**src/rtl/plane_controller.sv**
```systemverilog
// Aeroplane sprite stage: draws the 8x8 plane, latches wall hits and runs the
// play/crash/respawn/game-over sequence once per frame. Optional: PLANE_GRACE_EN.
module plane_controller #(
    parameter logic [8:0] START_X      = 9'd16,
    parameter logic [8:0] START_Y      = 9'd120,
    parameter logic [8:0] X_MIN        = 9'd8,
    parameter logic [8:0] X_MAX        = 9'd240,
    parameter logic [8:0] Y_MIN        = 9'd24,
    parameter logic [8:0] Y_MAX        = 9'd224,
    parameter int         SPEED        = 2,
    parameter logic [8:0] FRAME_LINE   = 9'd240,
    parameter logic [5:0] CRASH_FRAMES = 6'd48,
    parameter logic [1:0] LIVES_INIT   = 2'd3
) (
    input  logic       clk,
    input  logic       reset,
    input  logic [8:0] hpos,
    input  logic [8:0] vpos,
    input  logic       playfield_gfx,
    input  logic       btn_up,
    input  logic       btn_down,
    input  logic       btn_left,
    input  logic       btn_right,
    input  logic       btn_start,
    output logic       plane_gfx,
    output logic       crash,
    output logic       game_over,
    output logic [1:0] lives,
    output logic [8:0] plane_x,
    output logic [8:0] plane_y
);
    typedef enum logic [1:0] {S_PLAY, S_CRASH, S_OVER} state_t;

    localparam logic [8:0] STEP = 9'(SPEED);

    state_t     state_q, state_d;
    logic [8:0] x_q, x_d, y_q, y_d;
    logic [1:0] lives_q, lives_d;
    logic [5:0] crash_cnt_q, crash_cnt_d;
    logic       hit_q, hit_d;
    logic       gfx_q, gfx_d;

    logic [8:0] dx, dy;
    logic [8:0] x_move, y_move;
    logic [7:0] rom_row;
    logic       in_box, rom_bit, visible, play_visible, sprite_bit, tick;
    logic       grace_active;

`ifdef PLANE_GRACE_EN
    localparam logic [5:0] GRACE_FRAMES = 6'd60;
    logic [5:0] grace_q, grace_d;
    logic       respawn;

    assign grace_active = (grace_q != 6'd0);
    assign play_visible = grace_active ? grace_q[2] : 1'b1;
    assign respawn = tick && (((state_q == S_CRASH) && (crash_cnt_q <= 6'd1) && (lives_q != 2'd0))
                           || ((state_q == S_OVER) && btn_start));

    always_comb begin
        grace_d = grace_q;
        if (respawn)
            grace_d = GRACE_FRAMES;
        else if (tick && (state_q == S_PLAY) && grace_active)
            grace_d = grace_q - 6'd1;
    end
`else
    assign grace_active = 1'b0;
    assign play_visible = 1'b1;
`endif

    // Unsigned wrap makes positions left of / above the sprite look huge.
    assign dx     = hpos - x_q;
    assign dy     = vpos - y_q;
    assign in_box = (dx < 9'd8) && (dy < 9'd8);
    assign tick   = (vpos == FRAME_LINE) && (hpos == 9'd0);

    always_comb begin
        case (dy[2:0])
            3'd0:    rom_row = 8'b0001_0000;
            3'd1:    rom_row = 8'b0001_1000;
            3'd2:    rom_row = 8'b1001_1100;
            3'd3:    rom_row = 8'b1111_1111;
            3'd4:    rom_row = 8'b1111_1111;
            3'd5:    rom_row = 8'b1001_1100;
            3'd6:    rom_row = 8'b0001_1000;
            default: rom_row = 8'b0001_0000;
        endcase
    end

    assign rom_bit = rom_row[3'd7 - dx[2:0]];

    always_comb begin
        case (state_q)
            S_CRASH: visible = crash_cnt_q[2];
            S_PLAY:  visible = play_visible;
            default: visible = 1'b1;
        endcase
    end

    assign sprite_bit = in_box && rom_bit && visible;

    // Opposing buttons cancel; moves past a bound land exactly on it.
    always_comb begin
        x_move = x_q;
        y_move = y_q;
        if (btn_right && !btn_left)
            x_move = (x_q > X_MAX - STEP) ? X_MAX : x_q + STEP;
        else if (btn_left && !btn_right)
            x_move = (x_q < X_MIN + STEP) ? X_MIN : x_q - STEP;
        if (btn_down && !btn_up)
            y_move = (y_q > Y_MAX - STEP) ? Y_MAX : y_q + STEP;
        else if (btn_up && !btn_down)
            y_move = (y_q < Y_MIN + STEP) ? Y_MIN : y_q - STEP;
    end

    always_comb begin
        state_d     = state_q;
        x_d         = x_q;
        y_d         = y_q;
        lives_d     = lives_q;
        crash_cnt_d = crash_cnt_q;
        gfx_d       = sprite_bit;
        hit_d       = hit_q || (sprite_bit && playfield_gfx && (state_q == S_PLAY) && !grace_active);
        if (tick) begin
            hit_d = 1'b0;
            case (state_q)
                S_PLAY: begin
                    if (hit_q) begin
                        lives_d     = (lives_q == 2'd0) ? 2'd0 : lives_q - 2'd1;
                        crash_cnt_d = CRASH_FRAMES;
                        state_d     = S_CRASH;
                    end else begin
                        x_d = x_move;
                        y_d = y_move;
                    end
                end
                S_CRASH: begin
                    crash_cnt_d = crash_cnt_q - 6'd1;
                    if (crash_cnt_q <= 6'd1) begin
                        crash_cnt_d = 6'd0;
                        if (lives_q == 2'd0) begin
                            state_d = S_OVER;
                        end else begin
                            x_d     = START_X;
                            y_d     = START_Y;
                            state_d = S_PLAY;
                        end
                    end
                end
                default: begin
                    if (btn_start) begin
                        lives_d = LIVES_INIT;
                        x_d     = START_X;
                        y_d     = START_Y;
                        state_d = S_PLAY;
                    end
                end
            endcase
        end
    end

    always_ff @(posedge clk or posedge reset) begin
        if (reset) begin
            state_q     <= S_PLAY;
            x_q         <= START_X;
            y_q         <= START_Y;
            lives_q     <= LIVES_INIT;
            crash_cnt_q <= 6'd0;
            hit_q       <= 1'b0;
            gfx_q       <= 1'b0;
`ifdef PLANE_GRACE_EN
            grace_q     <= 6'd0;
`endif
        end else begin
            state_q     <= state_d;
            x_q         <= x_d;
            y_q         <= y_d;
            lives_q     <= lives_d;
            crash_cnt_q <= crash_cnt_d;
            hit_q       <= hit_d;
            gfx_q       <= gfx_d;
`ifdef PLANE_GRACE_EN
            grace_q     <= grace_d;
`endif
        end
    end

    assign plane_gfx = gfx_q;
    assign crash     = (state_q == S_CRASH);
    assign game_over = (state_q == S_OVER);
    assign lives     = lives_q;
    assign plane_x   = x_q;
    assign plane_y   = y_q;

endmodule

```
**config.mk**
```make
export PLATFORM = sky130hd
export DESIGN_NAME = plane_controller
export DESIGN_NICKNAME = d
export VERILOG_FILES = /design/src/rtl/plane_controller.sv
export SDC_FILE = /design/constraint.sdc
export NUM_CORES = 1
export LEC_CHECK = 0
export ABC_AREA = 1
export BUFFER_PORTS_ARGS = -buffer_cell sky130_fd_sc_hd__buf_4
export CORE_MARGIN = 1.5
export CORE_UTILIZATION = 57
export CTS_CLUSTER_DIAMETER = 80
export DETAILED_ROUTE_END_ITERATION = 12
export PLACE_DENSITY = 0.8
export REMOVE_ABC_BUFFERS = 1
export SLEW_MARGIN = 30
export SYNTH_ARGS = -nofsm -noshare
export SYNTH_HDL_FRONTEND = slang
export SYNTH_SLANG_ARGS = --single-unit
```
**constraint.sdc**
```tcl
create_clock -name clk -period 2.4 [get_ports clk]
set_input_delay 0.72 -clock clk [delete_from_list [all_inputs] [get_ports clk]]
set_output_delay 0.72 -clock clk [all_outputs]
set_load 0.05 [all_outputs]
```
==> After elaboration in Yosys (flattened, before gate mapping) <==
Index checks and enable logic that the tools add are counted.
{ "totals": {"regBits": 30, "input_bits": 26} }
{ "op_classes": {"addsub": 9, "order_cmp": 8, "n_eq_ne": 15, "n_mux": 35, "n_bitwise": 1, "reduce_logical": 29} }
{ "op_table": {"columns": ["cell", "n"], "rows": [
  ["2-to-1 mux 9 bit", 16],
  ["one-hot mux 9 bit (2 select lines)", 2],
  ["less-than comparator 9 x 4 -> 1 bit (second input constant)", 3],
  ["one-hot mux 8 bit (3 select lines)", 1],
  ["adder 9 x 2 -> 9 bit (second input constant)", 2],
  ["greater-than comparator 9 x 8 -> 1 bit (second input constant)", 2],
  ["subtractor 9 x 2 -> 9 bit (second input constant)", 2],
  ["subtractor 9 bit", 2],
  ["2-to-1 mux 2 bit", 7],
  ["2-to-1 mux 6 bit", 2],
  ["one-hot mux 6 bit (2 select lines)", 1],
  ["AND reduction 6 bit", 2],
  ["logical AND 1 bit", 10],
  ["equality test 3 bit (second input constant)", 3],
  ["equality test 9 x 8 -> 1 bit (second input constant)", 1],
  ["logical NOT 9 bit", 1],
  ["less-than comparator 9 x 5 -> 1 bit (second input constant)", 1],
  ["one-hot mux 2 bit (2 select lines)", 2],
  ["AND reduction 4 bit", 2],
  ["equality test 3 x 2 -> 1 bit (second input constant)", 2],
  ["<= comparator 6 x 1 -> 1 bit (second input constant)", 1],
  ["inequality test 2 bit (second input constant)", 3],
  ["inequality test 3 bit (second input constant)", 2],
  ["OR reduction 2 bit", 3],
  ["other kinds (17)", 24]
]} }

==> Logic depth before layout (Yosys ltp) <==
{ "logic_depth": {"ltp_word": 12, "depth_mapped": 14, "mapped_depth_nobuf": 14} }

==> Worst setup path before layout <==
Ideal clock, no wire load.
{ "synth_timing": {"path_type": "register to register", "start": "register y_q[1] (netlist: plane_y[1])", "end": "register hit_q", "setup_time_ns": 0.077, "arrival_time_ns": 2.301, "required_ns": 2.323, "slack_ns": 0.022, "stages_incl_launch_ff": 12, "n_path_buf": 0, "period_less_slack_ns": 2.378, "path_cell_list": "dfrtp_1 -> inv_1 -> ha_1 -> inv_1 -> ha_1 -> nor3_1 -> nand3_1 -> nand3_1 -> nand3_1 -> nor2_1 -> nand3_1 -> a21oi_1"} }
{ "synth_via": {"elab_chain_len": 12} }
{ "synth_rtl": {"columns": ["element", "line_no", "text"], "rows": [
  ["start, declared", "37", "logic [8:0] x_q, x_d, y_q, y_d;"],
  ["start signal, assigned", "177", "y_q <= y_d;"],
  ["subtractor 9 bit *", "73", "assign dy = vpos - y_q;"],
  ["equality test 3 bit (tied with other cells)", "78", "case (dy[2:0])"],
  ["OR reduction 2 bit (no source line)", null, null],
  ["one-hot mux 8 bit (3 select lines)", "78", null],
  ["binary-select mux 1 bit (select 3 bit)", "90", "assign rom_bit = rom_row[3'd7 - dx[2:0]];"],
  ["2-to-1 mux 1 bit (implied by the code)", "90", null],
  ["logical AND 1 bit * (2 in series)", "100", "assign sprite_bit = in_box && rom_bit && visible;"],
  ["logical AND 1 bit * (2 in series)", "123", "hit_d = hit_q || (sprite_bit && playfield_gfx && (state_q == S_PLAY) && !grace_active);"],
  ["logical OR 1 bit *", "123", null],
  ["2-to-1 mux 1 bit *", "124", "if (tick) begin"],
  ["net hit_d", "40", "logic hit_q, hit_d;"],
  ["end signal, assigned", "180", "hit_q <= hit_d;"],
  ["end, declared", "40", null]
]} }
The timed path passes the listed nets; every way through them passes the cells marked *. The select of a mux whose other input is x is not followed.
A chain may end at the register's enable or synchronous reset.

==> Final worst setup path <==
{ "layout_timing": {"start": "register y_q[1] (netlist: plane_y[1])", "end": "register gfx_q (netlist: plane_gfx)"} }
{ "layout_via": {"elab_chain_len": 8} }
{ "layout_rtl": {"columns": ["element", "line_no", "text"], "rows": [
  ["subtractor 9 bit *", "73", null],
  ["equality test 3 bit (tied with other cells)", "78", null],
  ["OR reduction 2 bit (no source line)", null, null],
  ["one-hot mux 8 bit (3 select lines)", "78", null],
  ["binary-select mux 1 bit (select 3 bit)", "90", null],
  ["2-to-1 mux 1 bit (implied by the code)", "90", null],
  ["logical AND 1 bit * (2 in series)", "100", null],
  ["net gfx_d", "41", "logic gfx_q, gfx_d;"],
  ["end signal, assigned", "181", "gfx_q <= gfx_d;"],
  ["end, declared", "41", null]
]} }
Marks and branches as above.

==> reports/summary.txt <==
Drt initial violations -> 294
TritonCTS buffer count -> 3
Cts hold-fix bufs -> 0
Switching share of power -> 29.2%
Dpl cells -> 647
Critical path class -> flip-flop to flip-flop
EDFF count, synth -> 0
Outcome -> finished clean
CTS tree -> built
Crit share post-route -> 91.1%
All-layer global routing usage -> 29.2%
Sw Pwr -> 292 uW
Most numerous cell in the Yosys netlist -> nand2_1
Max-cap viol count -> 0
Final net count -> 634
Xor/xnor share of the synthesized area -> 2.96%
Arrival @ worst endpoint -> 2.41 ns
Vias in the first global route -> 3264
Number of buffers added on ports -> 46
Clock skew -> 0.0115 ns
CTS root buffer -> clkbuf_8
Antenna violations before repair -> 0
Primary FF master, synth -> dfrtp_1
Int Power -> 710 uW
Remaining antenna violation count -> 0
Synth Area in Compound Gates -> 12.3%
Mapped Cells -> 525
Largest family of logic cells by synthesized area -> simple AND/OR/NAND/NOR gates
Post-synthesis adder-cell area fraction -> 11.2%
Largest cells by area after synthesis -> dfrtp_1 16%, nand2_1 15%, ha_1 10%
Fin cells -> 651
Pre-antenna DRT Iters -> 5
Required time of the critical path -> 2.62 ns
Post-CTS Setup Bufs -> 0
Row count -> 27
FF-to-FF Start -> plane_y[1]
Drt drc -> 0
CTS max path bufs -> 2
YS warnings -> 0
Routed via count -> 3436
Final Instance Area -> 0.00376 mm^2
Share of the synthesized area in the top cell type -> 16.2%
Pwr Density -> 266 mW/mm^2
Clock net sink count -> 28
Startpoint Class -> flip-flop
Multi-input logic area -> 0.00218 mm^2
Hold Crit Class -> input pin to async pin
Setup WS pre-CTS -> -0.00631 ns
CP endpoint kind -> flip-flop
FMAX -> 0.457 GHz
Simple-Gate Fraction of Synth Area -> 40.2%
Initial Util -> 59.1%
Final HPWL DP -> 6.75 mm
Final Worst Setup Slack -> 0.213 ns
Via/cell ratio -> 5.28
Remaining Overflow, GRT -> 0
Routed wire length -> 8.38 mm
RSZ-0062 raised after global routing -> no
Largest net degree at the start of global routing -> 29
Top delay family on crit path -> simple AND/OR/NAND/NOR gates
Clk pwr share -> 30.4%
Std-Cell Core Area -> 0.00551 mm^2
# IOs -> 49
Die area -> 0.00617 mm^2
Dominant cell type by area after synthesis -> dfrtp_1
Post-synth ARST share -> 100%
Static Leak -> 1.99 nW
Mean post-synth cell area -> 6.20 um^2
Max IR drop VDD -> 0.000263 V
Critical-path maximum fanout -> 5
Drt wl/cell -> 12.9 um
H-tree depth -> 1
R2R setup slack -> 0.21 ns
Commonest cells in the netlist -> 134 x nand2_1, 78 x inv_1, 57 x nor2_1
Die width -> 78.5 um
Crit. Startpoint -> plane_y[1]
Flops & latches, synth -> 28
Post-Syn Area -> 0.00325 mm^2
Global-route wire length before repair -> 14.6 mm
Final Hold Violating Endpoints -> 0
Area post-placement -> 0.00371 mm^2
Slowest stage delay, CP -> 0.45 ns
Clock latency on the worst-skew pair -> 0.28 ns
Logic pwr share -> 22.5%
Sequential power share -> 47.1%
Seq/Total Area, Yosys -> 21.8%
Worst path cell trace -> inv_1 -> ha_1 -> inv_1 -> ha_1 -> nor3_1 -> nor2_1 -> nand3_1 -> nor3b_1 -> nand4_1 -> nor2_1
Final setup viols -> 0
Mux contribution to synthesized area -> 0%
Share of cells above drive strength 1 -> 16.9%
Worst R2R End -> plane_gfx
Reg2Reg Depth -> 10
Worst setup path endpoint -> plane_gfx
Inserted Diodes -> 0
Worst-path clk slew -> 0.11 ns
Yosys cell types -> 45
CP bufs+invs -> 2
Slowest CP cell -> dfrtp_1
Cell depth of the worst setup path -> 10
FF+latch area -> 709 um^2
GP Congestion -> 0.964
Fillers -> 500
Area delta synth->final -> 15.7%
Max Slew Vio Count -> 0
DIE HEIGHT -> 78.5 um
Post_cts resized -> 0
Clock period minus worst slack -> 2.19 ns
[cells by family after synthesis]
kind of cell / count (synthesis)
AND/OR/NAND/NOR: 293
buffers and inverters: 93
AO/OA/AOI/OAI: 70
adder cells (fa/ha/maj): 28
flip-flops: 28
XOR/XNOR: 11
other: 2
[worst min path at each step]
stage	endpoint	slack, ns	depth (start not counted)
after floorplan	crash_cnt_q[1]	0.48	2
after global placement	lives[1]	0.50	2
after detailed placement	lives[0]	0.52	2
after CTS	plane_gfx	0.51	3
after global routing	crash_cnt_q[3]	0.54	3
final	plane_y[7]	0.49	3
[power groups by stage]
stage / registers, mW / logic (mW) / clock network [mW]
after floorplan: 0.481 / 0.144 / 0
after global placement: 0.481 / 0.218 / 0
after detailed placement: 0.481 / 0.223 / 0
after CTS: 0.472 / 0.224 / 0.311
after global routing: 0.472 / 0.258 / 0.330
final: 0.472 / 0.225 / 0.305
[worst reg2reg max path: cells and delay by family, from the launching register on]
family | cells | cell delay (ns)
adders and majority gates | 2 | 0.63
buffers and inverters | 2 | 0.22
DFF | 1 | 0.45
and+or+nand+nor | 6 | 0.82
[sequential cells by signal, indices dropped and copies added (netlist names)]
signal       cells
crash_cnt_q      6
hit_q            1
lives            2
plane_gfx        1
plane_x          8
plane_y          8
state_q          2
[routing by layer]
metal / GRT usage (%) / routed length (um)
met1: 39.6 / 3930
met2: 49.9 / 3970
met3: 3.95 / 416
met4: 5.36 / 63
met5: 0 / 0
[layout by cell type, fill, tap and decap left out, types with 2 or more instances in the layout]
| cell type | n |
|---|---|
| nor2_2 | 10 |
| fa_1 | 2 |
| nand3_1 | 56 |
| dfstp_2 | 7 |
| nor3b_1 | 2 |
| nand2_2 | 6 |
| xor2_1 | 8 |
| nand4_1 | 7 |
| inv_2 | 8 |
| buf_4 | 52 |
| nand3b_1 | 2 |
| nor3_1 | 7 |
| o2111ai_1 | 2 |
| clkbuf_8 | 4 |
| inv_1 | 78 |
| ha_1 | 26 |
| or2_1 | 2 |
| nor2_1 | 57 |
| clkinv_2 | 2 |
| o21ai_1 | 14 |
| nor4_1 | 2 |
| dfrtp_1 | 21 |
| o21ai_0 | 21 |
| nor3_2 | 2 |
| nand2_1 | 134 |
| xnor2_1 | 3 |
| o211ai_1 | 5 |
| conb_1 | 4 |
| a21oi_1 | 20 |
[cell type report]
type / count / area share [%]
multi-input combinational: 406 / 58.0
clock buffer: 4 / 1.46
inverter: 89 / 8.94
timing repair buffer: 52 / 10.4
tap: 72 / 2.39
sequential: 28 / 18.8
[per-stage QoR]
stage | utilization (%) | hold slack, ns | TNS (ns) | total power [mW]
final | 68.4 | 0.494 | 0 | 1.00
after floorplan | - | 0.484 | 0 | 0.625
after global routing | 68.4 | 0.544 | 0 | 1.06
after global placement | 67.4 | 0.505 | 0 | 0.699
after CTS | 68.4 | 0.511 | 0 | 1.01
after detailed placement | 67.4 | 0.517 | -0.00631 | 0.704
(Power assumes the default switching activity.)
